[src/rtl/regfile_dump_reader_pkg.sv]
// Shared constants, FSM state encoding and buffer entry type for the register
// file dump reader.
package regfile_dump_reader_pkg;

  localparam int ADDR_W = 5;
  localparam int DATA_W = 16;

  typedef enum logic [1:0] {
    IDLE   = 2'd0,
    FETCH  = 2'd1,
    DRAIN  = 2'd2,
    FINISH = 2'd3
  } dumpState_t;

  typedef struct packed {
    logic              valid;
    logic [ADDR_W-1:0] addr;
    logic [DATA_W-1:0] data;
  } dumpEntry_t;

endpackage

[src/rtl/regfile_dump_reader_dump_pair_buffer.sv]
// Two-entry address/data buffer with shift-on-pop and register-file write snoop,
// so buffered values always track the latest write to their register.
module dump_pair_buffer
  import regfile_dump_reader_pkg::*;
(
  input  logic              Clock,
  input  logic              ResetN,
  input  logic              load,
  input  dumpEntry_t        loadEntry0,
  input  dumpEntry_t        loadEntry1,
  input  logic              pop,
  input  logic              snoopEn,
  input  logic [ADDR_W-1:0] snoopAddr,
  input  logic [DATA_W-1:0] snoopData,
  output dumpEntry_t        head,
  output logic              drained
);

  dumpEntry_t entry0, entry1;
  dumpEntry_t nextEntry0, nextEntry1;

  // Snoop is applied to the post-load/post-pop contents: a write in the fetch
  // cycle is captured as the new value, and a popping head keeps its old value.
  always_comb begin
    nextEntry0 = entry0;
    nextEntry1 = entry1;
    if (load) begin
      nextEntry0 = loadEntry0;
      nextEntry1 = loadEntry1;
    end else if (pop) begin
      nextEntry0 = entry1;
      nextEntry1 = '0;
    end
    if (snoopEn && nextEntry0.valid && nextEntry0.addr == snoopAddr)
      nextEntry0.data = snoopData;
    if (snoopEn && nextEntry1.valid && nextEntry1.addr == snoopAddr)
      nextEntry1.data = snoopData;
  end

  always_ff @(posedge Clock or negedge ResetN) begin
    if (!ResetN) begin
      entry0 <= '0;
      entry1 <= '0;
    end else begin
      entry0 <= nextEntry0;
      entry1 <= nextEntry1;
    end
  end

  assign head    = entry0;
  assign drained = pop && !entry1.valid;

endmodule

[src/rtl/regfile_dump_reader.sv]
// Walks an inclusive (wrapping) register range through the register file read
// ports, two registers per fetch, and streams (address, value) beats out.
module regfile_dump_reader
  import regfile_dump_reader_pkg::*;
(
  input  logic              Clock,
  input  logic              ResetN,
  input  logic              Start,
  input  logic [ADDR_W-1:0] FirstReg,
  input  logic [ADDR_W-1:0] LastReg,
  output logic [ADDR_W-1:0] RS,
  output logic [ADDR_W-1:0] RT,
  input  logic [DATA_W-1:0] ReadRS,
  input  logic [DATA_W-1:0] ReadRT,
  input  logic [ADDR_W-1:0] RD,
  input  logic [DATA_W-1:0] WriteData,
  input  logic              RegWrite,
  output logic              OutValid,
  input  logic              OutReady,
  output logic [ADDR_W-1:0] OutAddr,
  output logic [DATA_W-1:0] OutData,
  output logic              Busy,
  output logic              Done,
  output dumpState_t        DbgState
);

  // Handshake: a beat transfers on a rising edge where OutValid && OutReady;
  // once raised, OutValid holds (with stable OutAddr) until that transfer.
  dumpState_t        state, nextState;
  logic [ADDR_W-1:0] ptr, ptrNext, rsHold, rtHold, span;
  logic [5:0]        remaining, take;
  logic              fetch, pop, drained;
  dumpEntry_t        loadEntry0, loadEntry1, head;

  assign fetch   = (state == FETCH);
  assign ptrNext = ptr + 5'd1;
  assign span    = LastReg - FirstReg;
  assign take    = (remaining >= 6'd2) ? 6'd2 : 6'd1;

  assign RS = fetch ? ptr : rsHold;
  assign RT = fetch ? ptrNext : rtHold;

  assign loadEntry0 = '{valid: 1'b1, addr: ptr, data: ReadRS};
  assign loadEntry1 = '{valid: (remaining >= 6'd2), addr: ptrNext, data: ReadRT};

  assign OutValid = head.valid;
  assign OutAddr  = head.addr;
  assign OutData  = head.data;
  assign pop      = OutValid && OutReady;

  dump_pair_buffer u_buffer (
    .Clock      (Clock),
    .ResetN     (ResetN),
    .load       (fetch),
    .loadEntry0 (loadEntry0),
    .loadEntry1 (loadEntry1),
    .pop        (pop),
    .snoopEn    (RegWrite),
    .snoopAddr  (RD),
    .snoopData  (WriteData),
    .head       (head),
    .drained    (drained)
  );

  always_comb begin
    nextState = state;
    case (state)
      IDLE:    if (Start) nextState = FETCH;
      FETCH:   nextState = DRAIN;
      DRAIN:   if (drained) nextState = (remaining != 6'd0) ? FETCH : FINISH;
      FINISH:  nextState = IDLE;
      default: nextState = IDLE;
    endcase
  end

  always_ff @(posedge Clock or negedge ResetN) begin
    if (!ResetN) begin
      state     <= IDLE;
      ptr       <= '0;
      remaining <= '0;
      rsHold    <= '0;
      rtHold    <= '0;
    end else begin
      state <= nextState;
      if (state == IDLE && Start) begin
        ptr       <= FirstReg;
        remaining <= {1'b0, span} + 6'd1;
      end
      if (fetch) begin
        ptr       <= ptr + 5'd2;
        remaining <= remaining - take;
        rsHold    <= ptr;
        rtHold    <= ptrNext;
      end
    end
  end

  assign Busy     = (state == FETCH) || (state == DRAIN);
  assign Done     = (state == FINISH);
  assign DbgState = state;

endmodule

[config.mk]
export PLATFORM = sky130hd
export DESIGN_NAME = regfile_dump_reader
export DESIGN_NICKNAME = d
export VERILOG_FILES = /design/src/rtl/regfile_dump_reader_pkg.sv /design/src/rtl/regfile_dump_reader_dump_pair_buffer.sv /design/src/rtl/regfile_dump_reader.sv
export SDC_FILE = /design/constraint.sdc
export NUM_CORES = 1
export LEC_CHECK = 0
export ABC_AREA = 1
export CAP_MARGIN = 10
export CORE_ASPECT_RATIO = 0.5
export CORE_MARGIN = 10
export CORE_UTILIZATION = 35
export CTS_BUF_LIST = sky130_fd_sc_hd__clkbuf_16
export CTS_CLUSTER_SIZE = 16
export DETAILED_ROUTE_END_ITERATION = 6
export GPL_TIMING_DRIVEN = 0
export PLACE_DENSITY = 0.59
export REMOVE_ABC_BUFFERS = 1
export SLEW_MARGIN = 20
export SYNTH_ARGS = -nofsm -noshare
export SYNTH_HDL_FRONTEND = slang
export SYNTH_SLANG_ARGS = --single-unit
[constraint.sdc]
create_clock -name Clock -period 2.6 [get_ports Clock]
set_input_delay 0.78 -clock Clock [delete_from_list [all_inputs] [get_ports Clock]]
set_output_delay 0.78 -clock Clock [all_outputs]
set_load 0.02 [all_outputs]
==> summary.md, run 1 <==
| Metric | Value |
|---|---|
| Outcome | `complete, no violations` |
| Clk_lat worst skew | `0.33 ns` |
| Critical path buffer and inverter count | `1` |
| Number of hold violations in the final report | `0` |
| Post-detailed-placement half-perimeter wirelength | `8.551 mm` |
| Slowest library cell on the worst path | `clkdlybuf4s50_1` |
| Maximum count of clock buffers along a single path | `2` |
| Final critical path time including I/O delays and setup | `2.537 ns` |
| Clock sink count | `67` |
| Arrival time at the worst endpoint | `1.76 ns` |
| CTS tree | `done` |
| Clock buffer count from CTS | `9` |
| Static Leakage | `2.876 nW` |
| Area of the multi-input gates | `2308 sq um` |
| Initial Util | `36.11%` |
| Placement-stage worst setup slack | `-1.381 ns` |
| Delay contributed by the slowest stage of the critical path | `0.72 ns` |
| Chain of cells forming the critical path | `clkdlybuf4s50_1` |
| Final #Nets | `753` |
| Crit-path leading delay family | `buffers and inverters` |
| Filler cells | `1216` |
| Clock slew seen by the registers of the worst setup and hold paths | `0.06 ns` |
| Core area | `11910 sq um` |
| Final std cells w/o fill | `839` |
| Final worst-path setup slack | `0.06257 ns` |
| Quantity of I/O buffers inserted on ports | `103` |
| Final global-route overflow total | `0` |
| Number of synthesized register bits | `67` |
| FMAX | `394.1 MHz` |
| Count of placed standard cells including taps | `809` |
| Total vias in the final route | `4181` |
| Height of the die | `98.39 microns` |
| Relative slew slack | `61.78%` |
| Wire length of the first global-routing pass | `21.73 mm` |
| Crit path required time | `1.82 ns` |
| Final critical-path share of the clock period | `97.59%` |
| Number of rows in the core area | `28` |
| Ant. Diodes | `0` |
| Number of failing setup endpoints in the final timing report | `0` |
| Number of distinct library cell variants in the gate-level netlist after synthesis | `35` |
| Area Growth Syn to Fin | `38.13%` |
| Die Footprint | `17390 sq um` |
| Worst-path maximum fanout | `9` |
| Number of antenna violations at the first check in global routing | `0` |
| Average detailed-routed wire length per instance | `15.74 microns` |
| Overall routed net length | `13.20 mm` |
| Element type at the critical path end | `output pin` |
| Register area | `1678 sq um` |
| Final weighted congestion in routability-driven placement | `0.8087` |
| Layout cells sized above 1 | `12.31%` |
| Class of the worst hold path | `in -> async` |
| Mean instance size in the synthesized netlist | `7.587 sq um` |
| Max cap viols | `0` |
| Share of synthesized area occupied by flip-flops and latches | `38.98%` |
| Element type at the critical path start | `register` |
| Crit Path Class | `reg -> out` |
| Number of nets still failing antenna checks after routing | `0` |
| Pin count of the biggest net entering global routing | `53` |
| Number of global-route vias before repair | `4201` |
| DRT Pass-1 Iters | `4` |
| Maximum level of the CTS H-tree | `3` |
| Post-layout util | `49.88%` |
| Die outline width | `176.8 microns` |
| Cell area after synthesis | `4302 sq um` |
| Power density over the cells | `1280 nW/um^2` |
| Setup repair after global routing missed its margin | `yes` |
| Cell chosen for the clock root | `clkbuf_16` |
| VDD IR-drop max | `0.4328 mV` |
| DR vias/cell | `4.983` |
| Max-slew violation count | `0` |
| Fin Clk Skew | `0.006668 ns` |
| DRC violations left | `0` |
| Initial drt markers | `223` |
| Number of primary I/O pins | `104` |
| Ys Warns | `0` |
| Transition at the pin with the smallest max-transition slack | `0.5733 ns` |
| Global Route Usage Sum | `15.32%` |
| Post-Synthesis Cells | `567` |
-- per-stage QoR --
stage	TNS [ns]	total power [W]	area (sq um)	hold slack, ns
2_1_floorplan	-30.36	0.004308	4109	0.4759
3_3_place_gp	-230.84	0.005769	5346	0.4520
3_5_place_dp	-42.14	0.005840	5394	0.4587
4_1_cts	0	0.007678	5946	0.3085
5_1_grt	-0.006503	0.008208	5942	0.3108
6_report	0	0.007607	5942	0.3070
-- final timing paths --
check                             startpoint             endpoint  slack, ns  depth (start not counted)
min                                   ResetN               ptr[2]       0.31                          1
max reg2reg                u_buffer.head[21]  u_buffer.entry1[15]       0.18                         12
max in group asynchronous             ResetN          DbgState[1]       1.75                          2
min reg2reg                        rsHold[4]            rsHold[4]       0.47                          2
max                        u_buffer.head[21]             OutValid       0.06                          1
min in group Clock                 rsHold[4]            rsHold[4]       0.47                          2
-- registers in the layout, summed over array words and instances, names as in the netlist --
signal and cells:
u_buffer.entry1 22, DbgState 2, remaining 6, rtHold 5, u_buffer.head 22, rsHold 5
ptr 5
-- cells in the final DEF, fill, tap and decap left out, types with 2 or more instances in the layout --
cell type and instances:
nand2_1 193, clkdlybuf4s50_1 90, nand3_1 73, dfrtp_1 66, inv_1 52, nand4_1 33
o21ai_0 27, ha_1 13, nand3_2 12, nor2_1 12, nand2_2 10, buf_4 10
clkbuf_16 9, a21oi_1 5, nand2_4 4, nor2_4 4, nand3_4 4, o221ai_1 4
xor2_1 4, bufinv_16 4, clkbuf_2 4, or2_2 3, buf_2 3, buf_12 3
clkdlybuf4s15_1 3, o21a_1 2, nor3_1 2, a31oi_1 2, fa_1 2
-- Yosys cell counts, drive strengths merged --
| cell | number | area [sq um] |
|---|---|---|
| clkbuf | 5 | 18.77 |
| inv | 55 | 211.5 |
| o221ai | 4 | 35.03 |
| ha | 14 | 175.2 |
| a21boi | 1 | 7.510 |
| nand3 | 87 | 520.5 |
| nor3b | 1 | 7.510 |
| a31oi | 2 | 12.51 |
| xor2 | 5 | 43.79 |
| nand4 | 33 | 206.5 |
| o21ai | 27 | 135.1 |
| nor3 | 2 | 10.01 |
| nand2 | 207 | 822.0 |
| o22ai | 1 | 6.260 |
| o31ai | 1 | 7.510 |
| or2 | 4 | 25.03 |
| dfrtp | 67 | 1677 |
| o21a | 2 | 15.01 |
| xnor2 | 1 | 8.760 |
| nor2 | 17 | 110.1 |
| buf | 23 | 173.9 |
| fa | 2 | 40.04 |
| a21oi | 5 | 25.02 |
| o211ai | 1 | 7.510 |
-- metal layers --
layer  up-vias  GRT usage [%]  wire, microns
met3         9          3.420            513
met5         -              0              0
met1      2009          18.95           6055
li1       2082              -              -
met2        81          26.54           6525
met4         0          3.532            108
-- kinds of logic (layout without fill, tap and decap cells) --
group / Yosys count / after routing / share of synthesized area [%]
fa+ha+maj: 16 / 16 / 5.003
xor+xnor: 6 / 6 / 1.222
flops: 67 / 67 / 38.98
compound gates: 44 / 44 / 5.846
simple gates: 351 / 354 / 39.56
buf+inv: 83 / 187 / 9.395
-- where the power goes --
group	total [W]	internal [W]	switching, W
Clock	0.00150	0.00103	0.000465
Combinational	0.00424	0.00160	0.00264
Sequential	0.00187	0.00154	0.000325
-- cell type report --
class | count | area share [%]
tap | 165 | 3.474
clock buffer | 9 | 3.790
clock inverter | 7 | 2.358
multi-input combinational | 420 | 38.85
timing repair buffer | 116 | 19.39
inverter | 55 | 3.896
sequential | 67 | 28.24
-- repair_timing --
| item | CTS | global route |
|---|---|---|
| hold buffers | 0 | 0 |
| endpoints found under the hold margin | 0 | 0 |
| gates cloned | 3 | 0 |
| pin swaps | 7 | 0 |
| setup buffers | 11 | 0 |
| gates resized for setup | 38 | 14 |
| setup endpoints to repair | 42 | 16 |
Power figures use the tool's default switching activity.
==> inputs of run 2 (changes only) <==
--- a/config.mk
+++ b/config.mk
@@ -14,9 +14,11 @@
 export CTS_CLUSTER_SIZE = 16
 export DETAILED_ROUTE_END_ITERATION = 6
 export GPL_TIMING_DRIVEN = 0
+export HOLD_SLACK_MARGIN = 0.05
 export PLACE_DENSITY = 0.59
 export REMOVE_ABC_BUFFERS = 1
 export SLEW_MARGIN = 20
 export SYNTH_ARGS = -nofsm -noshare
 export SYNTH_HDL_FRONTEND = slang
+export SYNTH_HIERARCHICAL = 1
 export SYNTH_SLANG_ARGS = --single-unit
==> summary.md, run 2 <==
| Metric | Value |
|---|---|
| Most frequently used cell type in the post-synthesis netlist | `nand2_1 (unchanged)` |
| Height of the die | `97.94 microns (was 98.39 microns)` |
| Max cap viols | `0 (unchanged)` |
| Count of cells along the worst register-to-register path | `14 (was 12)` |
| Number of distinct library cell variants in the gate-level netlist after synthesis | `39 (was 35)` |
| Ant. Diodes | `0 (unchanged)` |
| Ys Warns | `6 (was 0)` |
| Cell area after synthesis | `4252 sq um (was 4302 sq um)` |
| Number of global-route vias before repair | `4393 (was 4201)` |
| Final weighted congestion in routability-driven placement | `0.7795 (was 0.8087)` |
| Quantity of I/O buffers inserted on ports | `103 (unchanged)` |
| Share of synthesized area occupied by flip-flops and latches | `39.43% (was 38.98%)` |
| Number of primary I/O pins | `104 (unchanged)` |
| Delay contributed by the slowest stage of the critical path | `0.38 ns (was 0.72 ns)` |
| Chain of cells forming the critical path | `inv_2 -> ha_4 -> clkinvlp_4 -> buf_4 -> buf_4 -> o21ai_1 -> buf_2 (was clkdlybuf4s50_1)` |
| Element type at the critical path start | `register (unchanged)` |
| Number of failing setup endpoints in the final timing report | `0 (unchanged)` |
| Cell taking the most area after synthesis | `dfrtp_1 (unchanged)` |
| Most instantiated cells after synthesis | `210 x nand2_1, 67 x dfrtp_1, 66 x inv_1 (was 195 x nand2_1, 73 x nand3_1, 67 x dfrtp_1)` |
| Endpoint of the lowest-slack register-to-register path | `u_buffer/entry1[8] (was u_buffer.entry1[15])` |
| Clock slew seen by the registers of the worst setup and hold paths | `0.06 ns (about the same)` |
| Final std cells w/o fill | `889 (was 839)` |
| Die Footprint | `17220 sq um (was 17390 sq um)` |
| Number of antenna violations at the first check in global routing | `0 (unchanged)` |
| Crit Path Class | `reg -> out (unchanged)` |
| Average detailed-routed wire length per instance | `16.05 microns (was 15.74 microns)` |
| Number of hold violations in the final report | `0 (unchanged)` |
| Mean instance size in the synthesized netlist | `7.407 sq um (was 7.587 sq um)` |
| Clock sink count | `67 (unchanged)` |
| Fin Clk Skew | `0.006274 ns (was 0.006668 ns)` |
| Number of synthesized register bits | `67 (unchanged)` |
| Crit path required time | `1.82 ns (about the same)` |
| CTS tree | `done (unchanged)` |
| Total vias in the final route | `4490 (was 4181)` |
| Slowest library cell on the worst path | `dfrtp_1 (was clkdlybuf4s50_1)` |
| Power density over the cells | `1289 nW/um^2 (was 1280 nW/um^2)` |
| Maximum count of clock buffers along a single path | `2 (unchanged)` |
| DRT Pass-1 Iters | `5 (was 4)` |
| DR vias/cell | `5.051 (was 4.983)` |
| Class of the worst hold path | `in -> async (unchanged)` |
| Final #Nets | `803 (was 753)` |
| Top library cells by usage in the layout, fill and taps aside | `208 x nand2_1, 91 x clkdlybuf4s50_1, 64 x inv_1 (was 193 x nand2_1, 90 x clkdlybuf4s50_1, 73 x nand3_1)` |
| Filler cells | `1191 (was 1216)` |
| Max-slew violation count | `0 (unchanged)` |
| Post-detailed-placement half-perimeter wirelength | `8.717 mm (was 8.551 mm)` |
| Startpoint of the worst setup timing path | `DbgState[1] (was u_buffer.head[21])` |
| Area Growth Syn to Fin | `47.97% (was 38.13%)` |
| Final critical-path share of the clock period | `96.87% (was 97.59%)` |
| Clk_lat worst skew | `0.33 ns (about the same)` |
| Final global-route overflow total | `0 (unchanged)` |
| VDD IR-drop max | `0.4481 mV (was 0.4328 mV)` |
| Dominant cell type by count on the critical path | `buf_4` |
| Count of placed standard cells including taps | `820 (was 809)` |
| FMAX | `397.1 MHz (was 394.1 MHz)` |
| Die outline width | `175.9 microns (was 176.8 microns)` |
| Layout cells sized above 1 | `15.75% (was 12.31%)` |
| Wire length of the first global-routing pass | `22.32 mm (was 21.73 mm)` |
| Number of flops mapped to enable cells by yosys | `0 (unchanged)` |
| Setup repair after global routing missed its margin | `no (was yes)` |
| Arrival time at the worst endpoint | `1.74 ns (was 1.76 ns)` |
| Most frequent standard cell in the layout excluding fill and tap cells | `nand2_1 (unchanged)` |
| Global Route Usage Sum | `15.80% (was 15.32%)` |
| Initial Util | `35.90% (was 36.11%)` |
| Share of synthesized flip-flops with an asynchronous set or reset | `100.0% (unchanged)` |
| Number of nets still failing antenna checks after routing | `0 (unchanged)` |
| Cell chosen for the clock root | `clkbuf_16 (unchanged)` |
| Final critical path time including I/O delays and setup | `2.519 ns (was 2.537 ns)` |
| Slack of the worst reg-to-reg path | `0.16 ns (was 0.18 ns)` |
| Element type at the critical path end | `output pin (unchanged)` |
| DRC violations left | `0 (unchanged)` |
| Post-Synthesis Cells | `574 (was 567)` |
| Initial drt markers | `369 (was 223)` |
| Most used flip-flop cell after synthesis | `dfrtp_1 (unchanged)` |
| Transition at the pin with the smallest max-transition slack | `0.5137 ns (was 0.5733 ns)` |
| Worst-path maximum fanout | `5 (was 9)` |
| Outcome | `complete, no violations (unchanged)` |
| Number of rows in the core area | `28 (unchanged)` |
| Yosys top cell area share | `39.43% (was 38.98%)` |
| Start of the worst register-to-register path | `DbgState[0] (was u_buffer.head[21])` |
| Maximum level of the CTS H-tree | `3 (unchanged)` |
| Largest cells by area after synthesis | `dfrtp_1 39%, nand2_1 19%, nand3_1 6.8% (was dfrtp_1 39%, nand2_1 17%, nand3_1 8.5%)` |
| Relative slew slack | `65.63% (was 61.78%)` |
| Static Leakage | `3.150 nW (was 2.876 nW)` |
| Pin count of the biggest net entering global routing | `52 (was 53)` |
| Overall routed net length | `14.27 mm (was 13.20 mm)` |
| Clock buffer count from CTS | `9 (unchanged)` |
| Smallest hold slack | `0.3125 ns (was 0.3070 ns)` |
| Core area | `11840 sq um (was 11910 sq um)` |
==> run 2: changes by cell type in the layout (fill, tap and decap cells not counted), moves of 12 or more <==
| cell | previous run | this run |
|---|---|---|
| buf_4 | 10 | 43 |
| o21ai_0 | 27 | 5 |
| a22oi_1 | 0 | 16 |
| nand2_1 | 193 | 208 |
| nand3_1 | 73 | 58 |
| inv_1 | 52 | 64 |
==> run 2: where the power goes <==
| group | leakage (nW) | switching, W | internal [W] |
|---|---|---|---|
| sequential | 0.832 | 0.000303 | 0.00154 |
| clock | 0.152 | 0.000458 | 0.000827 |
| combinational | 2.17 | 0.00290 | 0.00208 |
| total | 3.15 | 0.00366 | 0.00445 |
==> run 2: area by class of cell <==
class | instances | area, sq um | area share (%)
multi-input combinational | 421 | 2326 | 36.97
timing repair inverter | 1 | 7.507 | 0.1193
timing repair buffer | 152 | 1503 | 23.89
inverter | 67 | 257.7 | 4.097
clock inverter | 7 | 83.83 | 1.333
sequential | 67 | 1682 | 26.73
clock buffer | 9 | 225.2 | 3.580
tap | 165 | 206.4 | 3.282
==> run 2: worst max-delay path by stage <==
stage                     cells after the start  slack (ns)                end
final                                         7        0.08              RS[2]
after global placement                        5       -2.59              RT[0]
after global routing                          7       0.005              RS[2]
after CTS                                     6      -0.003              RT[0]
after detailed placement                     12       -1.46  u_buffer/head[10]
after floorplan                               4       -1.21              RS[2]
==> run 2: metal layers <==
| layer | share of wire [%] | up-vias | global-route usage (%) |
|---|---|---|---|
| li1 | - | 2185 | - |
| met1 | 44 | 2134 | 19.24 |
| met2 | 48 | 155 | 27.47 |
| met3 | 6.5 | 16 | 3.574 |
| met4 | 1.1 | 0 | 4.404 |
| met5 | 0 | - | 0 |
==> run 2: metrics by stage <==
| step | setup TNS, ns | cell area [sq um] | power [W] | worst slack, ns | util, % |
|---|---|---|---|---|---|
| after floorplan | -44.79 | 4101 | 0.004257 | -1.215 | - |
| after global placement | -250.92 | 5339 | 0.005673 | -2.591 | 45.09 |
| after detailed placement | -48.13 | 5414 | 0.005809 | -1.463 | 45.72 |
| after CTS | -0.003484 | 6068 | 0.007690 | -0.003484 | 51.25 |
| after global routing | 0 | 6291 | 0.008721 | 0.004794 | 53.13 |
| final | 0 | 6291 | 0.008112 | 0.08148 | 53.13 |
==> run 2: logic make-up after synthesis <==
family          share of synthesized area (%)
flops                                   39.44
other cells                           0.08820
buf+inv                                 9.446
xor+xnor                                1.236
compound gates                          7.564
simple gates                            37.17
fa+ha+maj                               5.062
==> run 2: what timing repair did <==
action / CTS / global route
buffers inserted: 33 / 12
cloned: 5 / 3
pin swaps: 10 / 4
hold buffers: 0 / 0
resized for setup: 47 / 26
endpoints found under the setup margin: 42 / 42
==> run 2: critical path: cells and delay by family, from the launching register on <==
kind	cells	cell delay, ns
AOI/OAI and AO/OA	1	0.14
adders and majority gates	1	0.19
DFF	1	0.38
buffers and inverters	5	0.70
==> inputs of run 3 (changes only) <==
--- a/config.mk
+++ b/config.mk
@@ -7,7 +7,6 @@
 export LEC_CHECK = 0
 export ABC_AREA = 1
 export CAP_MARGIN = 10
-export CORE_ASPECT_RATIO = 0.5
 export CORE_MARGIN = 10
 export CORE_UTILIZATION = 35
 export CTS_BUF_LIST = sky130_fd_sc_hd__clkbuf_16
==> summary.md, run 3 (synthesized netlist as in run 2, its figures left out) <==
| Metric | Value |
|---|---|
| Relative slew slack | `30.91% (was 65.63%)` |
| Die outline width | `130.2 microns (was 175.9 microns)` |
| Clock buffer count from CTS | `9 (unchanged)` |
| Total vias in the final route | `4654 (was 4490)` |
| Number of failing setup endpoints in the final timing report | `0 (unchanged)` |
| Element type at the critical path end | `output pin (unchanged)` |
| Number of global-route vias before repair | `4536 (was 4393)` |
| Global Route Usage Sum | `17.66% (was 15.80%)` |
| Number of nets still failing antenna checks after routing | `0 (unchanged)` |
| Fin Clk Skew | `0.008818 ns (was 0.006274 ns)` |
| DRC violations left | `0 (unchanged)` |
| Number of rows in the core area | `40 (was 28)` |
| Quantity of I/O buffers inserted on ports | `103 (unchanged)` |
| Arrival time at the worst endpoint | `1.74 ns (about the same)` |
| Maximum count of clock buffers along a single path | `2 (unchanged)` |
| Final critical-path share of the clock period | `96.84% (was 96.87%)` |
| Start of the worst register-to-register path | `DbgState[1] (was DbgState[0])` |
| Final std cells w/o fill | `867 (was 889)` |
| Wire length of the first global-routing pass | `23.63 mm (was 22.32 mm)` |
| Final critical path time including I/O delays and setup | `2.518 ns (was 2.519 ns)` |
| Layout cells sized above 1 | `16.39% (was 15.75%)` |
| Gate power share | `62.3% (was 61.4%)` |
| Max-slew violation count | `0 (unchanged)` |
| Portion of total power attributed to sequential cells | `23.2% (was 22.7%)` |
| Post-CTS Hold Fix Bufs | `0 (unchanged)` |
| Filler cells | `1140 (was 1191)` |
| Power share of the clock group | `14.5% (was 15.8%)` |
| FMAX | `397.2 MHz (was 397.1 MHz)` |
| Pin count of the biggest net entering global routing | `49 (was 52)` |
| Core area | `11960 sq um (was 11840 sq um)` |
| DRT Pass-1 Iters | `6 (was 5)` |
| Count of placed standard cells including taps | `800 (was 820)` |
| Clock sink count | `67 (unchanged)` |
| Number of primary I/O pins | `104 (unchanged)` |
| VDD IR-drop max | `0.5213 mV (was 0.4481 mV)` |
| Most frequent standard cell in the layout excluding fill and tap cells | `nand2_1 (unchanged)` |
| Max cap viols | `0 (unchanged)` |
| Number of hold violations in the final report | `0 (unchanged)` |
| Area Growth Syn to Fin | `46.79% (was 47.97%)` |
| Number of antenna violations at the first check in global routing | `0 (unchanged)` |
| Top library cells by usage in the layout, fill and taps aside | `207 x nand2_1, 90 x clkdlybuf4s50_1, 64 x dfrtp_1 (was 208 x nand2_1, 91 x clkdlybuf4s50_1, 64 x inv_1)` |
| Ant. Diodes | `0 (unchanged)` |
| Transition at the pin with the smallest max-transition slack | `1.035 ns (was 0.5137 ns)` |
| Height of the die | `130.2 microns (was 97.94 microns)` |
| Die Footprint | `16960 sq um (was 17220 sq um)` |
| Final global-route overflow total | `0 (unchanged)` |
| Maximum level of the CTS H-tree | `3 (unchanged)` |
| Outcome | `complete, no violations (unchanged)` |
| DR vias/cell | `5.368 (was 5.051)` |
| Cell chosen for the clock root | `clkbuf_16 (unchanged)` |
| Class of the worst hold path | `in -> async (unchanged)` |
| Sw Ratio | `46.83% (was 45.17%)` |
| Element type at the critical path start | `register (unchanged)` |
| Initial drt markers | `503 (was 369)` |
| Fin Setup TNS | `0 ns (unchanged)` |
| Average detailed-routed wire length per instance | `17.76 microns (was 16.05 microns)` |
| Power density over the cells | `1290 nW/um^2 (was 1289 nW/um^2)` |
| Initial Util | `35.54% (was 35.90%)` |
| Crit Path Class | `reg -> out (unchanged)` |
| Endpoint of the lowest-slack register-to-register path | `u_buffer/entry1[10] (was u_buffer/entry1[8])` |
| Crit path required time | `1.82 ns (about the same)` |
| Count of cells along the worst register-to-register path | `15 (was 14)` |
| Slack of the worst reg-to-reg path | `0.17 ns (was 0.16 ns)` |
| Startpoint of the worst setup timing path | `DbgState[1] (unchanged)` |
| Post-layout util | `52.18% (was 53.13%)` |
| Worst-path maximum fanout | `6 (was 5)` |
| CTS tree | `done (unchanged)` |
| Clock slew seen by the registers of the worst setup and hold paths | `0.05 ns (was 0.06 ns)` |
| Overall routed net length | `15.40 mm (was 14.27 mm)` |
| Clk_lat worst skew | `0.34 ns (was 0.33 ns)` |
| Cell internal power dissipation | `0.004279 W (was 0.004448 W)` |
| Final #Nets | `801 (was 803)` |
| Final weighted congestion in routability-driven placement | `0.8025 (was 0.7795)` |
| Post-detailed-placement half-perimeter wirelength | `8.972 mm (was 8.717 mm)` |
| Static Leakage | `3.118 nW (was 3.150 nW)` |
| Switching Power | `0.003770 W (was 0.003664 W)` |
-- run 3: changes by cell type in the layout (fill, tap and decap cells not counted), sizes merged --
| cell | previous run | this run |
|---|---|---|
| clkdlybuf4s50 | 91 | 90 |
| dlymetal6s2s | 0 | 1 |
| inv | 67 | 65 |
| bufinv | 2 | 1 |
| nor2 | 26 | 28 |
| buf | 55 | 52 |
| clkinv | 3 | 4 |
| clkbuf | 11 | 10 |
| clkdlybuf4s15 | 1 | 2 |
| clkinvlp | 3 | 4 |
| dlygate4sd2 | 3 | 1 |
-- run 3: worst max-delay path by stage --
stage | slack, ns | end | cells after the start
2_1_floorplan | -1.21 | RS[2] | 4
3_3_place_gp | -2.63 | RS[4] | 5
3_5_place_dp | -1.71 | u_buffer/head[3] | 11
4_1_cts | -0.09 | RS[1] | 6
5_1_grt | -0.002 | RS[1] | 7
6_report | 0.08 | RS[1] | 7
-- run 3: per-layer routing --
layer / share of wire [%] / track usage, %
met1: 39 / 20.75
met2: 46 / 29.41
met3: 11 / 5.233
met4: 3.6 / 7.341
met5: 0 / 0
-- run 3: layout make-up --
type	count	area, sq um	area share [%]
clock buffer	9	225.2	3.609
clock inverter	5	46.29	0.7418
inverter	67	259.0	4.150
multi-input combinational	423	2374	38.03
sequential	67	1680	26.92
tap	147	183.9	2.947
timing repair buffer	147	1458	23.36
timing repair inverter	2	15.01	0.2406
-- run 3: stage by stage --
step                      worst slack (ns)  hold WS, ns  total power (W)  instance area (sq um)
after floorplan                     -1.215       0.4764         0.004257                   4101
after global placement              -2.627       0.4575         0.005699                   5316
after detailed placement            -1.710       0.4759         0.005773                   5354
after CTS                         -0.08993       0.3306         0.007590                   5978
after global routing             -0.002150       0.3343         0.008622                   6241
final                              0.08212       0.3246         0.008049                   6241
-- run 3: what timing repair did --
action	4_1_cts	5_1_grt
setup endpoints to repair	43	42
cloned	7	3
pin swaps	11	13
resized for setup	50	40
buffers inserted	27	16
-- run 3: power groups by stage --
stage | combinational, W | clock, W | sequential, W
finish | 0.00502 | 0.00117 | 0.00187
floorplan | 0.00225 | 0 | 0.00200
CTS | 0.00455 | 0.00119 | 0.00185
global route | 0.00545 | 0.00124 | 0.00194
detailed placement | 0.00391 | 0 | 0.00186
global placement | 0.00386 | 0 | 0.00184
-- run 3: critical path: stages, from the launching register on --
cell and delay [ns]:
dfrtp_1 0.41, inv_2 0.10, ha_4 0.22, clkinvlp_4 0.18
buf_12 0.17, nor2_2 0.09, nor2_1 0.07, clkbuf_2 0.16
